File: src/rtl/hpb_cfg_decode.sv
// Host configuration decoder: applies global strategy commands, issues per-symbol
// table writes over a valid/ready port, and keeps saturating command/error counters.
// Optional build macro HPB_CFG_TIMEOUT_EN adds a table-grant timeout.
module hpb_cfg_decode #(
    parameter int CFG_W       = 64,
    parameter int SYM_IDX_W   = 10,
    parameter int THRESH_W    = 32,
    parameter int TIMEOUT_CYC = 255
) (
    input  logic                 clk,
    input  logic                 reset_n,
    input  logic                 in_config_valid,
    input  logic [CFG_W-1:0]     in_config_data,
    output logic                 in_config_accept,
    output logic                 tbl_wr_valid,
    output logic [1:0]           tbl_wr_field,
    output logic [SYM_IDX_W-1:0] tbl_wr_idx,
    output logic [THRESH_W-1:0]  tbl_wr_data,
    input  logic                 tbl_wr_ready,
    output logic                 strat_enable,
    output logic [15:0]          order_limit,
    output logic [15:0]          cfg_wr_count,
    output logic [7:0]           cfg_err_count
);

    typedef enum logic [0:0] {
        ST_IDLE   = 1'b0,
        ST_TBL_WR = 1'b1
    } state_t;

    state_t                 state_r;
    state_t                 state_s;
    logic                   xfer_s;
    logic [3:0]             opcode_s;
    logic [SYM_IDX_W-1:0]   idx_s;
    logic                   tbl_load_s;
    logic [1:0]             tbl_field_s;
    logic [THRESH_W-1:0]    tbl_data_s;
    logic                   strat_load_s;
    logic                   limit_load_s;
    logic                   wr_inc_s;
    logic                   err_inc_s;
    logic                   clr_s;
    logic                   tmo_s;
    logic                   unused_bits_s;

    function automatic logic [15:0] sat_inc16(input logic [15:0] v);
        if (v == 16'hFFFF) begin
            return v;
        end else begin
            return v + 16'd1;
        end
    endfunction

    function automatic logic [7:0] sat_inc8(input logic [7:0] v);
        if (v == 8'hFF) begin
            return v;
        end else begin
            return v + 8'd1;
        end
    endfunction

    assign xfer_s        = in_config_valid && in_config_accept;
    assign opcode_s      = in_config_data[63:60];
    assign idx_s         = in_config_data[59:50];
    assign unused_bits_s = ^in_config_data[49:32];

`ifdef HPB_CFG_TIMEOUT_EN
    logic [7:0] tmo_cnt_r;

    // Cycle counter for the current table request; cleared whenever not waiting.
    always_ff @(posedge clk or negedge reset_n) begin
        if (!reset_n) begin
            tmo_cnt_r <= 8'd0;
        end else if (state_s == ST_TBL_WR && state_r == ST_TBL_WR) begin
            tmo_cnt_r <= tmo_cnt_r + 8'd1;
        end else begin
            tmo_cnt_r <= 8'd0;
        end
    end

    assign tmo_s = (state_r == ST_TBL_WR) && (tmo_cnt_r == 8'(TIMEOUT_CYC - 1));
`else
    assign tmo_s = 1'b0;
`endif

    // Command decode and next-state selection.
    always_comb begin
        state_s      = state_r;
        tbl_load_s   = 1'b0;
        tbl_field_s  = 2'd0;
        tbl_data_s   = '0;
        strat_load_s = 1'b0;
        limit_load_s = 1'b0;
        wr_inc_s     = 1'b0;
        err_inc_s    = 1'b0;
        clr_s        = 1'b0;
        case (state_r)
            ST_IDLE: begin
                if (xfer_s) begin
                    case (opcode_s)
                        4'h1: begin
                            tbl_load_s  = 1'b1;
                            tbl_field_s = 2'd0;
                            tbl_data_s  = THRESH_W'(in_config_data[31:0]);
                            state_s     = ST_TBL_WR;
                        end
                        4'h2: begin
                            tbl_load_s  = 1'b1;
                            tbl_field_s = 2'd1;
                            tbl_data_s  = THRESH_W'(in_config_data[15:0]);
                            state_s     = ST_TBL_WR;
                        end
                        4'h3: begin
                            tbl_load_s  = 1'b1;
                            tbl_field_s = 2'd2;
                            tbl_data_s  = THRESH_W'(in_config_data[0]);
                            state_s     = ST_TBL_WR;
                        end
                        4'h8: begin
                            strat_load_s = 1'b1;
                            wr_inc_s     = 1'b1;
                        end
                        4'h9: begin
                            clr_s = 1'b1;
                        end
                        4'hA: begin
                            limit_load_s = 1'b1;
                            wr_inc_s     = 1'b1;
                        end
                        default: begin
                            err_inc_s = 1'b1;
                        end
                    endcase
                end else begin
                    state_s = ST_IDLE;
                end
            end
            ST_TBL_WR: begin
                // A grant coinciding with the timeout still counts as success.
                if (tbl_wr_ready) begin
                    state_s  = ST_IDLE;
                    wr_inc_s = 1'b1;
                end else if (tmo_s) begin
                    state_s   = ST_IDLE;
                    err_inc_s = 1'b1;
                end else begin
                    state_s = ST_TBL_WR;
                end
            end
            default: begin
                state_s = ST_IDLE;
            end
        endcase
    end

    // State register plus handshake outputs derived from the next state.
    always_ff @(posedge clk or negedge reset_n) begin
        if (!reset_n) begin
            state_r          <= ST_IDLE;
            in_config_accept <= 1'b0;
            tbl_wr_valid     <= 1'b0;
        end else begin
            state_r          <= state_s;
            in_config_accept <= (state_s == ST_IDLE);
            tbl_wr_valid     <= (state_s == ST_TBL_WR);
        end
    end

    // Table request fields, held stable for the whole request.
    always_ff @(posedge clk or negedge reset_n) begin
        if (!reset_n) begin
            tbl_wr_field <= 2'd0;
            tbl_wr_idx   <= '0;
            tbl_wr_data  <= '0;
        end else if (tbl_load_s) begin
            tbl_wr_field <= tbl_field_s;
            tbl_wr_idx   <= idx_s;
            tbl_wr_data  <= tbl_data_s;
        end
    end

    // Global strategy registers.
    always_ff @(posedge clk or negedge reset_n) begin
        if (!reset_n) begin
            strat_enable <= 1'b0;
            order_limit  <= 16'd0;
        end else begin
            if (strat_load_s) begin
                strat_enable <= in_config_data[0];
            end
            if (limit_load_s) begin
                order_limit <= in_config_data[15:0];
            end
        end
    end

    // Saturating host-visible counters; clear takes precedence and is itself uncounted.
    always_ff @(posedge clk or negedge reset_n) begin
        if (!reset_n) begin
            cfg_wr_count  <= 16'd0;
            cfg_err_count <= 8'd0;
        end else if (clr_s) begin
            cfg_wr_count  <= 16'd0;
            cfg_err_count <= 8'd0;
        end else begin
            if (wr_inc_s) begin
                cfg_wr_count <= sat_inc16(cfg_wr_count);
            end
            if (err_inc_s) begin
                cfg_err_count <= sat_inc8(cfg_err_count);
            end
        end
    end

endmodule

File: config.mk
export PLATFORM = sky130hd
export DESIGN_NAME = hpb_cfg_decode
export DESIGN_NICKNAME = d
export VERILOG_FILES = /design/src/rtl/hpb_cfg_decode.sv
export SDC_FILE = /design/constraint.sdc
export NUM_CORES = 1
export LEC_CHECK = 0
export ABC_AREA = 1
export CAP_MARGIN = 5
export CORE_MARGIN = 4
export CORE_UTILIZATION = 40
export DETAILED_ROUTE_END_ITERATION = 7
export PLACE_DENSITY = 0.8
export SYNTH_ARGS = -nofsm -noshare
export SYNTH_HDL_FRONTEND = slang
export SYNTH_SLANG_ARGS = --single-unit
File: constraint.sdc
create_clock -name clk -period 1.5 [get_ports clk]
set_input_delay 0.225 -clock clk [delete_from_list [all_inputs] [get_ports clk]]
set_output_delay 0.225 -clock clk [all_outputs]
set_load 0.03 [all_outputs]
Word-level counts from Yosys, hierarchy flattened
Index checks and enable logic that the tools add are counted.
{"block": "op_classes", "n_eq_ne": 10, "n_addsub": 2, "muxes": 33, "reduce_logical": 8, "bitwise": 2}
{"op": "32-bit one-hot mux with 3 select lines", "count": 1}
{"op": "32-bit 2-to-1 mux", "count": 2}
{"op": "16-bit 2-to-1 mux", "count": 3}
{"op": "8-bit 2-to-1 mux", "count": 3}
{"op": "1-bit 2-to-1 mux", "count": 18}
{"op": "16-bit by 1-bit adder with 16-bit output (second input constant)", "count": 1}
{"op": "16-bit equality test (second input constant)", "count": 1}
{"op": "4-bit equality test (second input constant)", "count": 3}
{"op": "8-bit by 1-bit adder with 8-bit output (second input constant)", "count": 1}
{"op": "4-bit by 2-bit equality test with 1-bit output (second input constant)", "count": 2}
{"op": "8-bit equality test (second input constant)", "count": 1}
{"op": "1-bit one-hot mux with 2 select lines", "count": 3}
{"op": "6-bit OR reduction", "count": 1}
{"op": "4-bit by 1-bit equality test with 1-bit output (second input constant)", "count": 1}
{"op": "2-bit 2-to-1 mux", "count": 2}
{"op": "2-bit != test (second input constant)", "count": 2}
{"op": "2-bit one-hot mux with 2 select lines", "count": 1}
{"op": "2-bit AND reduction", "count": 2}
{"op": "2-bit nonzero test", "count": 2}
{"op": "3-bit OR reduction", "count": 1}
{"op": "1-bit NOT", "count": 2}
{"op": "2-bit OR reduction", "count": 1}
{"op": "1-bit logical AND", "count": 1}
{"block": "word_totals", "output_inout_bits": 87, "regBits": 87, "input_bits": 68, "wordCells": 64}

Logic depth before layout (Yosys ltp)
Gate-level depths: netlist (run 1).
{"block": "logic_depth", "ltp_word": 7, "ltp_mapped": 10, "ltp_nobuf": 10}

Least setup slack after synthesis (run 1)
No wires, ideal clock.
{"block": "synth_path", "path_kind": "register -> register", "start": "register cfg_wr_count[0]", "end": "register cfg_wr_count[2]", "setup_time_ns": 0.127, "t_arrival_ns": 1.682, "path_slack_ns": -0.309, "n_path_buf": 1, "period_less_slack_ns": 1.809, "stages_incl_launch_ff": 10, "path_cell_list": "dfrtp_1 > ha_1 > nand3_1 > inv_1 > nand2_1 > nor2_1 > nand2_1 > nand2_2 > buf_4 > o21ai_0"}
{"block": "synth_via", "elab_chain_len": 4, "word_cells_on_any_way": 7, "cone_classes": "1 x add/sub; 2 x eq/ne; 3 x mux; 1 x reduce/logical"}
{"element": "from (decl)", "line": "22", "text": "output logic [15:0] cfg_wr_count,"}
{"element": "from (signal assigned)", "line": "208", "text": "cfg_wr_count <= sat_inc16(cfg_wr_count);"}
{"element": "16-bit by 1-bit adder with 16-bit output", "line": "51", "text": "return v + 16'd1;"}
{"element": "16-bit 2-to-1 mux", "line": "48", "text": "if (v == 16'hFFFF) begin"}
{"element": "16-bit 2-to-1 mux", "line": "207", "text": "if (wr_inc_s) begin"}
{"element": "16-bit 2-to-1 mux", "line": "203", "text": "end else if (clr_s) begin"}
Several ways; a longest one is shown, not always the timed one. The select of a mux whose other input is x is not followed.
A chain may end at the register's enable or synchronous reset.

Final worst setup path (run 1)
{"block": "layout_path", "start": "register cfg_wr_count[0]", "end": "register cfg_wr_count[10]"}
The elaborated chain is that of the path after synthesis.

==> results.txt, run 1 <==
Of the total power, the share spent switching nets is 0.3873. The delay of the slowest critical-path stage came out at 0.43 ns. The die is approximately 110 um wide.

The smallest hold slack came out at 0.3473 ns. The share of post-route cells with drive strength above 1 is 0.2038. The final reports fail on negative setup slack. The upper clock frequency limit came out at between 0.6 and 0.7 GHz. By area the synthesized netlist is led by sky130_fd_sc_hd__dfrtp_1 55%, sky130_fd_sc_hd__nand2_1 20%, sky130_fd_sc_hd__nand3_1 6.0%. The count of buffers from port buffering is about 140. The post-route minimum period is 1.520 ns.

The share of synthesized flip-flops with an asynchronous set or reset is 1.000. The required time of the critical path is around 1.8 ns. The post-synthesis to final-layout area growth came out at 56.36%. Internal power comes to ~4700 uW.

The clock latency at the later pin of the worst-skew pair is 0.35 ns. The register bit count reported by yosys is slightly below 90. Of the synthesized area, sequential elements account for 0.5463.

The power share of the sequential group is 0.409. The number of DRC violations after detailed routing is 0. The net switching power figure is 2989 uW. The final antenna diode count is 0. The number of buffers created by CTS is 9. Summed over all instances, the cell type with the most area after synthesis is sky130_fd_sc_hd__dfrtp_1. The type of element launching the critical path is a register. The setup slack of the critical path after layout is -0.01953 ns. The leakage power came out at approximately 0.0033 uW.

The initial DRC count came out at slightly below 200. Of all nets on the critical path, the largest fanout is 7. Leaving out fill and tap cells, the most frequent cell in the layout is sky130_fd_sc_hd__nand2_1. The flow ran to the end, but the final reports show violations. The vias after detailed routing came out at just over 4,000. The max-slew violation total from the final report is 0. The clock transition at the register clock pins on the worst setup and hold paths after CTS is approximately 0.09 ns.

The critical path is of the reg -> reg type. The net count of the mapped netlist is 563. The worst hold path belongs to the class in -> async.

The height of the die is between 100 and 150 um. Summed over all layers, the routed wires come to ~12,000 um. The relative contribution of the clock network to total power is 0.209.

Setup repair after global routing could not meet its margin everywhere. For this design, the sink count on the clock tree is 87. Adding up every negative setup slack in the final design gives -0.01953 ns.

At the end of the flow, the number of nets in the layout was 744. The floorplan has 36 rows. Across the run, the number of max-cap violations was 0. The number of antenna-violating nets in the routed design is 0. The die covers around 0.012 mm2. The critical path contains buffers and inverters numbering 2 combined. The area of the mapped netlist is roughly 0.004 mm2.

After layout, the design draws a total of 7718 uW. The pin count of the biggest net entering global routing is 34. At the pin with the least slew margin, the transition time is ~0.39 ns.

Setup violations remaining at the end of the flow were counted as 1. The maximum count of clock buffers along a single path is 2. The number of global-route vias before repair was between 3,000 and 4,000.

Synthesis produced 493 cells. The power per cell area is around 1200 mW/mm2. The top-level port count is between 150 and 200. The slowest stage cell on the critical path is sky130_fd_sc_hd__dfrtp_2. The global-route usage over all layers is 0.1974. Fill cells in the final layout number just under 900. The distinct cell type count after synthesis came out at 26. Before antenna repair, the detailed router went through 4 iterations. The share of the synthesized area in the top cell type came out at 0.5463. The count of endpoints failing hold in the final timing report came out at 0. The largest clock skew in the final design is between 0.015 and 0.02 ns. The average via count per standard cell is about 5. The cell area after layout came out at 0.006231 mm2. The average instance in the mapped netlist occupies roughly 8 um2. The arrival time at the worst endpoint came out at between 1.5 and 2 ns. The H-tree depth is 3. The initial antenna violation count is 0. For this run, the leading register cell type out of synthesis is sky130_fd_sc_hd__dfrtp_1. The overflow left after global routing came out at 0. The combinational power share is 0.382.

The starting utilization of the core area came out at 0.4096. The maximum vdd drop came out at ~730 uV. The core outline area is ~0.0097 mm2. The post-detailed-route wirelength per cell came out at about 15 um. Clock tree synthesis selected as its root buffer the cell sky130_fd_sc_hd__clkbuf_8. The type of destination of the critical path is a register. The global placement routability congestion came out at between 0.9 and 1. TritonCTS built the clock tree. The cell family contributing the most delay on the critical path is simple AND/OR/NAND/NOR gates.

In this run the tightest slew margin relative to its limit is 0.7419. The number of enable flip-flop cells after synthesis came out at 0. Traced cell by cell, the critical path runs through ha_4, nand3_4, inv_2, nand2_4, nor2_4, nand2_2, nand2_4, clkbuf_16, nand2_2, o21ai_1. The post-detailed-placement cell area came out at between 0.005 and 0.006 mm2. The final HPWL from detailed placement is ~8400 um. The ratio of final minimum period to clock period came out at 1.013.

The wire length of the first global-routing pass is roughly 18,000 um. The number of warning messages in the yosys log is 0. The library cells used most frequently in the layout, excluding fill and tap cells, are 190 x sky130_fd_sc_hd__nand2_1, 82 x sky130_fd_sc_hd__dlygate4sd2_1, 72 x sky130_fd_sc_hd__dfrtp_1.
power groups by stage:
stage / clock network [uW] / logic (uW) / registers, uW
finish: 1610 / 2950 / 3160
global route: 1740 / 3170 / 3220
CTS: 1640 / 2700 / 3150
detailed placement: 0 / 2960 / 3210
global placement: 0 / 2900 / 3200
floorplan: 0 / 635 / 4090
synthesized netlist by cell type, types with 2 or more instances:
cell type and count:
sky130_fd_sc_hd__nor2_2 2, sky130_fd_sc_hd__clkbuf_1 10, sky130_fd_sc_hd__buf_6 2, sky130_fd_sc_hd__o21bai_1 3, sky130_fd_sc_hd__o21ai_0 38, sky130_fd_sc_hd__nand4_1 5, sky130_fd_sc_hd__nand2_1 212, sky130_fd_sc_hd__dfrtp_1 87
sky130_fd_sc_hd__xor2_1 9, sky130_fd_sc_hd__inv_1 26, sky130_fd_sc_hd__nor2_1 29, sky130_fd_sc_hd__o31ai_1 2, sky130_fd_sc_hd__nand3_1 48, sky130_fd_sc_hd__ha_1 2, sky130_fd_sc_hd__nor3_1 4, sky130_fd_sc_hd__buf_2 2
sky130_fd_sc_hd__buf_4 3
flip-flops by register name (all words and copies together) (netlist names):
signal / flops
strat_enable: 1
tbl_wr_field: 2
in_config_accept: 1
cfg_err_count: 8
state_r: 1
cfg_wr_count: 16
order_limit: 16
tbl_wr_data: 32
tbl_wr_idx: 10
final timing paths:
kind | endpoint | depth (start not counted) | slack (ns) | start
worst min register to register | tbl_wr_idx[1]$_DFFE_PN0P_ | 2 | 0.47 | tbl_wr_idx[1]$_DFFE_PN0P_
worst max register to register | cfg_wr_count[10]$_DFFE_PN0P_ | 10 | -0.02 | cfg_wr_count[0]$_DFFE_PN0P_
worst min-delay path | state_r$_DFF_PN0_ | 2 | 0.35 | reset_n
min in group clk | tbl_wr_idx[9]$_DFFE_PN0P_ | 3 | 0.41 | in_config_data[59]
max in group asynchronous | cfg_wr_count[7]$_DFFE_PN0P_ | 3 | 0.62 | reset_n
worst max-delay path | cfg_wr_count[10]$_DFFE_PN0P_ | 10 | -0.02 | cfg_wr_count[0]$_DFFE_PN0P_
through the flow:
step           setup slack (ns)    util  std cells
2_1_floorplan          -0.01437       -        493
3_3_place_gp            -0.2702  0.5908        773
3_5_place_dp            -0.3663  0.5908        773
4_1_cts                0.009516  0.6039        791
5_1_grt                 -0.1289  0.6404        810
6_report               -0.01953  0.6404        810
routing by layer:
layer | routed length [um] | global-route usage | vias to the layer above | part of all wire
met5 | 0 | 0 | - | 0
met4 | 249 | 0.05410 | 0 | 0.020
met3 | 893 | 0.05939 | 27 | 0.072
met2 | 6150 | 0.3268 | 145 | 0.50
met1 | 5025 | 0.2513 | 1947 | 0.41
li1 | - | - | 1924 | -
layout make-up:
type / count / area (um2) / share of cell area
timing repair buffer: 187 / 1767 / 0.2835
clock buffer: 10 / 137.6 / 0.02209
inverter: 27 / 101.3 / 0.01627
tap: 133 / 166.4 / 0.02671
sequential: 87 / 2196 / 0.3524
multi-input combinational: 362 / 1815 / 0.2914
clock inverter: 4 / 47.55 / 0.007631
cells by family (layout without fill, tap and decap cells):
logic type,Yosys count,in the layout,share of synthesized area
buf+inv,44,228,0.04866
compound gates,46,46,0.06499
simple gates,304,304,0.3118
flops,87,87,0.5463
xor+xnor,10,10,0.02198
fa+ha+maj,2,2,0.006278
worst reg2reg max path: stages (launching register included):
cell and delay (ns):
sky130_fd_sc_hd__dfrtp_2 0.43, sky130_fd_sc_hd__ha_4 0.18, sky130_fd_sc_hd__nand3_4 0.08, sky130_fd_sc_hd__inv_2 0.09, sky130_fd_sc_hd__nand2_4 0.06, sky130_fd_sc_hd__nor2_4 0.10, sky130_fd_sc_hd__nand2_2 0.06, sky130_fd_sc_hd__nand2_4 0.13
sky130_fd_sc_hd__clkbuf_16 0.17, sky130_fd_sc_hd__nand2_2 0.05, sky130_fd_sc_hd__o21ai_1 0.09
repair_timing:
item	4_1_cts	5_1_grt
pin swaps	1	11
hold buffers	1	0
setup buffers	3	14
cloned	0	5
resized for setup	88	64
endpoints found under the setup margin	107	31
hold endpoints to repair	22	0
Note: power is estimated with default switching activity, not from simulation.
==> inputs of run 2 (changes only) <==
--- a/config.mk
+++ b/config.mk
@@ -11,6 +11,7 @@
 export CORE_UTILIZATION = 40
 export DETAILED_ROUTE_END_ITERATION = 7
 export PLACE_DENSITY = 0.8
+export SETUP_SLACK_MARGIN = 0.5
 export SYNTH_ARGS = -nofsm -noshare
 export SYNTH_HDL_FRONTEND = slang
 export SYNTH_SLANG_ARGS = --single-unit
==> run 2 against run 1 <==
The run now ends clean. Combinational power rose by 26%. Routed wire length grew 15%. Utilization up 11 points. Critical path type unchanged. Critical endpoint is now cfg_wr_count[12]$_DFFE_PN0P_. Largest cell class is now non-clock buffers. Largest power group is now combinational cells.
==> results.txt, run 2 (synthesis results as in run 1) <==
The flow ran to the end, and the final reports show no timing, DRC or antenna violations. The clock transition at the register clock pins on the worst setup and hold paths after CTS is 0.09 ns. Setup repair after global routing could not meet its margin everywhere.

In the finished design, the share of the clock period the worst path needs comes to 0.9915. For flop-to-flop paths, the worst setup slack is 0.01 ns. The core outline area came out at just under 0.01 mm2. The required time of the critical path is about 1.8 ns.

Tracing the worst setup path back leads to its startpoint at cfg_wr_count[14]$_DFFE_PN0P_. The final HPWL from detailed placement is 8556 um. Setup violations remaining at the end of the flow were counted as 0.

The initial DRC count came out at about 170. The cell area after layout is 0.007274 mm2. The count of endpoints failing hold in the final timing report came out at 0. The worst setup path is launched from a register. The first global-routing pass estimated around 20,000 um of wire. Across the routed clock network, the largest skew measured is approximately 0.0062 ns.

The final layout contains routed wiring with a total length of about 14,000 um. At the end of the flow, the number of nets in the layout was slightly above 800. The number of global-route vias before repair came out at 4,291. The post-synthesis to final-layout area growth came out at 82.54%. The number of DRC violations after detailed routing is 0. The post-detailed-route wirelength per cell came out at 16.25 um.

The share of post-route cells with drive strength above 1 came out at 0.4500. The number of antenna-violating nets in the routed design came out at 0. The largest register by flop count is tbl_wr_data. The pin count of the biggest net entering global routing is 37.

The later pin in the worst-skew pair is clocked with a latency of around 0.35 ns. The type of destination of the critical path is a register. The number of buffers created by CTS is 9. The detailed router placed ~4,400 vias in this run. The tool flagged a number of max-cap violations equal to 0. The power per cell area came out at around 1200 mW/mm2. The largest registers in the layout are tbl_wr_data: 32 flops, cfg_wr_count: 16 flops, order_limit: 16 flops. The count of buffers from port buffering came out at 136. The post-route minimum period is ~1.5 ns. The number of cells on the worst reg-to-reg path is 8.

The floorplan has 36 rows. The fraction of the core area covered by cells at the end of the flow came out at 0.7477. For this design, the sink count on the clock tree is 87. The worst reg2reg path startpoint is cfg_wr_count[14]$_DFFE_PN0P_. The leakage power came out at about 0.0036 uW. CTS placed an instance of sky130_fd_sc_hd__clkbuf_8 at the clock tree root.

The maximum count of clock buffers along a single path came out at 2. The global-route usage over all layers came out at 0.2200. The height of the die is ~110 um. The chip width came out at approximately 110 um. The flip-flop count of the largest register after layout came out at 32. By startpoint and endpoint, the worst setup path is classified as reg -> reg.

The max-slew violation total from the final report is 0. The arrival time at the worst endpoint came out at 1.75 ns. The filler cells instantiated in the layout total 687.

The worst slew slack as a fraction of its limit came out at 0.7061. Along the worst path, the maximum fanout reaches 7. The final antenna diode count came out at 0.

After global routing the overflow that remains totals 0. The die covers between 0.01 and 0.015 mm2. In the layout the commonest cells are 163 x sky130_fd_sc_hd__nand2_1, 106 x sky130_fd_sc_hd__buf_6, 78 x sky130_fd_sc_hd__buf_4. In this run the critical register-to-register path is captured at cfg_wr_count[12]$_DFFE_PN0P_.

The top-level port count is roughly 160. The H-tree depth is 3. The upper clock frequency limit is just under 0.7 GHz. The total iterations of the first detailed-routing run is 4. Using the TritonRoute via totals, the vias-per-cell ratio works out to ~5. The worst-margin pin slew is about 0.44 ns.

The maximum vdd drop is between 900 and 1000 uV. The initial antenna violation count came out at 0. The starting utilization of the core area came out at 0.4096. The global placement routability congestion is 0.8740. The path class of the tightest hold or removal check is in -> async. The TritonCTS clock tree is done. Leaving out fill and tap cells, the most frequent cell in the layout is sky130_fd_sc_hd__nand2_1. The post-detailed-placement cell area is approximately 0.006 mm2.
==> run 2: metrics by stage <==
| stage | power [uW] | TNS (ns) | hold WS, ns | cells | setup slack (ns) |
|---|---|---|---|---|---|
| final | 8631 | 0 | 0.3648 | 873 | 0.01282 |
| after global routing | 9052 | -0.7876 | 0.3874 | 873 | -0.06795 |
| after CTS | 8310 | 0 | 0.3672 | 842 | 0.07900 |
| after detailed placement | 6313 | -23.34 | 0.1941 | 798 | -0.3625 |
| after global placement | 6238 | -18.71 | 0.1944 | 798 | -0.3009 |
| after floorplan | 4802 | -0.000003553 | -0.07059 | 493 | -0.000003553 |
==> run 2: how the worst max path moves through the flow <==
stage                                    to  slack, ns  cells past startpoint
3_3_place_gp   cfg_err_count[4]$_DFFE_PN0P_      -0.30                      9
6_report       cfg_wr_count[12]$_DFFE_PN0P_       0.01                      8
3_5_place_dp   cfg_wr_count[13]$_DFFE_PN0P_      -0.36                      8
2_1_floorplan   cfg_wr_count[2]$_DFFE_PN0P_  -0.000004                     10
4_1_cts        cfg_wr_count[13]$_DFFE_PN0P_       0.08                      8
5_1_grt        cfg_wr_count[10]$_DFFE_PN0P_      -0.07                      7
==> run 2: report_power, final <==
part           total [uW]  leakage [uW]  internal [uW]  switching (uW)
combinational        3720       0.00240           1740            1980
sequential           3260       0.00111           2810             442
clock                1660     0.0000891            780             876
==> run 2: layout make-up <==
cell class | instances | area, um2 | area share
repair buffers | 244 | 2506 | 0.3445
flip-flops and latches | 87 | 2198 | 0.3022
multi-input cells | 366 | 2090 | 0.2872
well taps | 133 | 166.4 | 0.02288
clock buffers | 10 | 127.6 | 0.01754
inverters | 27 | 116.4 | 0.01600
clock inverters | 6 | 70.07 | 0.009632
==> run 2: timing repair <==
| item | CTS | global route |
|---|---|---|
| setup endpoints to repair | 174 | 174 |
| gates cloned | 4 | 3 |
| hold buffers | 1 | 0 |
| buffers inserted | 23 | 28 |
| hold endpoints to repair | 27 | 0 |
| resized for setup | 636 | 108 |
| pin swaps | 13 | 25 |
==> run 2: worst max-delay path, cell delays in order, from the launching register on <==
cell and delay [ns]:
sky130_fd_sc_hd__dfrtp_1 0.41, sky130_fd_sc_hd__nand2_1 0.11, sky130_fd_sc_hd__nor2_2 0.17, sky130_fd_sc_hd__nand2_1 0.13, sky130_fd_sc_hd__nor2_4 0.12, sky130_fd_sc_hd__nand2_4 0.13
sky130_fd_sc_hd__nand2_4 0.16, sky130_fd_sc_hd__nand2_1 0.08, sky130_fd_sc_hd__o21ai_0 0.09
==> run 2: layer usage <==
| layer | routed length [um] | track usage | vias to the layer above | share of wire |
|---|---|---|---|---|
| li1 | - | - | 2065 | - |
| met1 | 5485 | 0.2689 | 2155 | 0.39 |
| met2 | 7658 | 0.3841 | 154 | 0.54 |
| met3 | 706 | 0.04259 | 32 | 0.050 |
| met4 | 337 | 0.08115 | 0 | 0.024 |
| met5 | 0 | 0 | - | 0 |
==> inputs of run 3 (changes only) <==
--- a/config.mk
+++ b/config.mk
@@ -6,7 +6,6 @@
 export NUM_CORES = 1
 export LEC_CHECK = 0
 export ABC_AREA = 1
-export CAP_MARGIN = 5
 export CORE_MARGIN = 4
 export CORE_UTILIZATION = 40
 export DETAILED_ROUTE_END_ITERATION = 7
==> results of run 3 <==
Same layout as run 2: the final DEF is identical, and so are final timing and power.
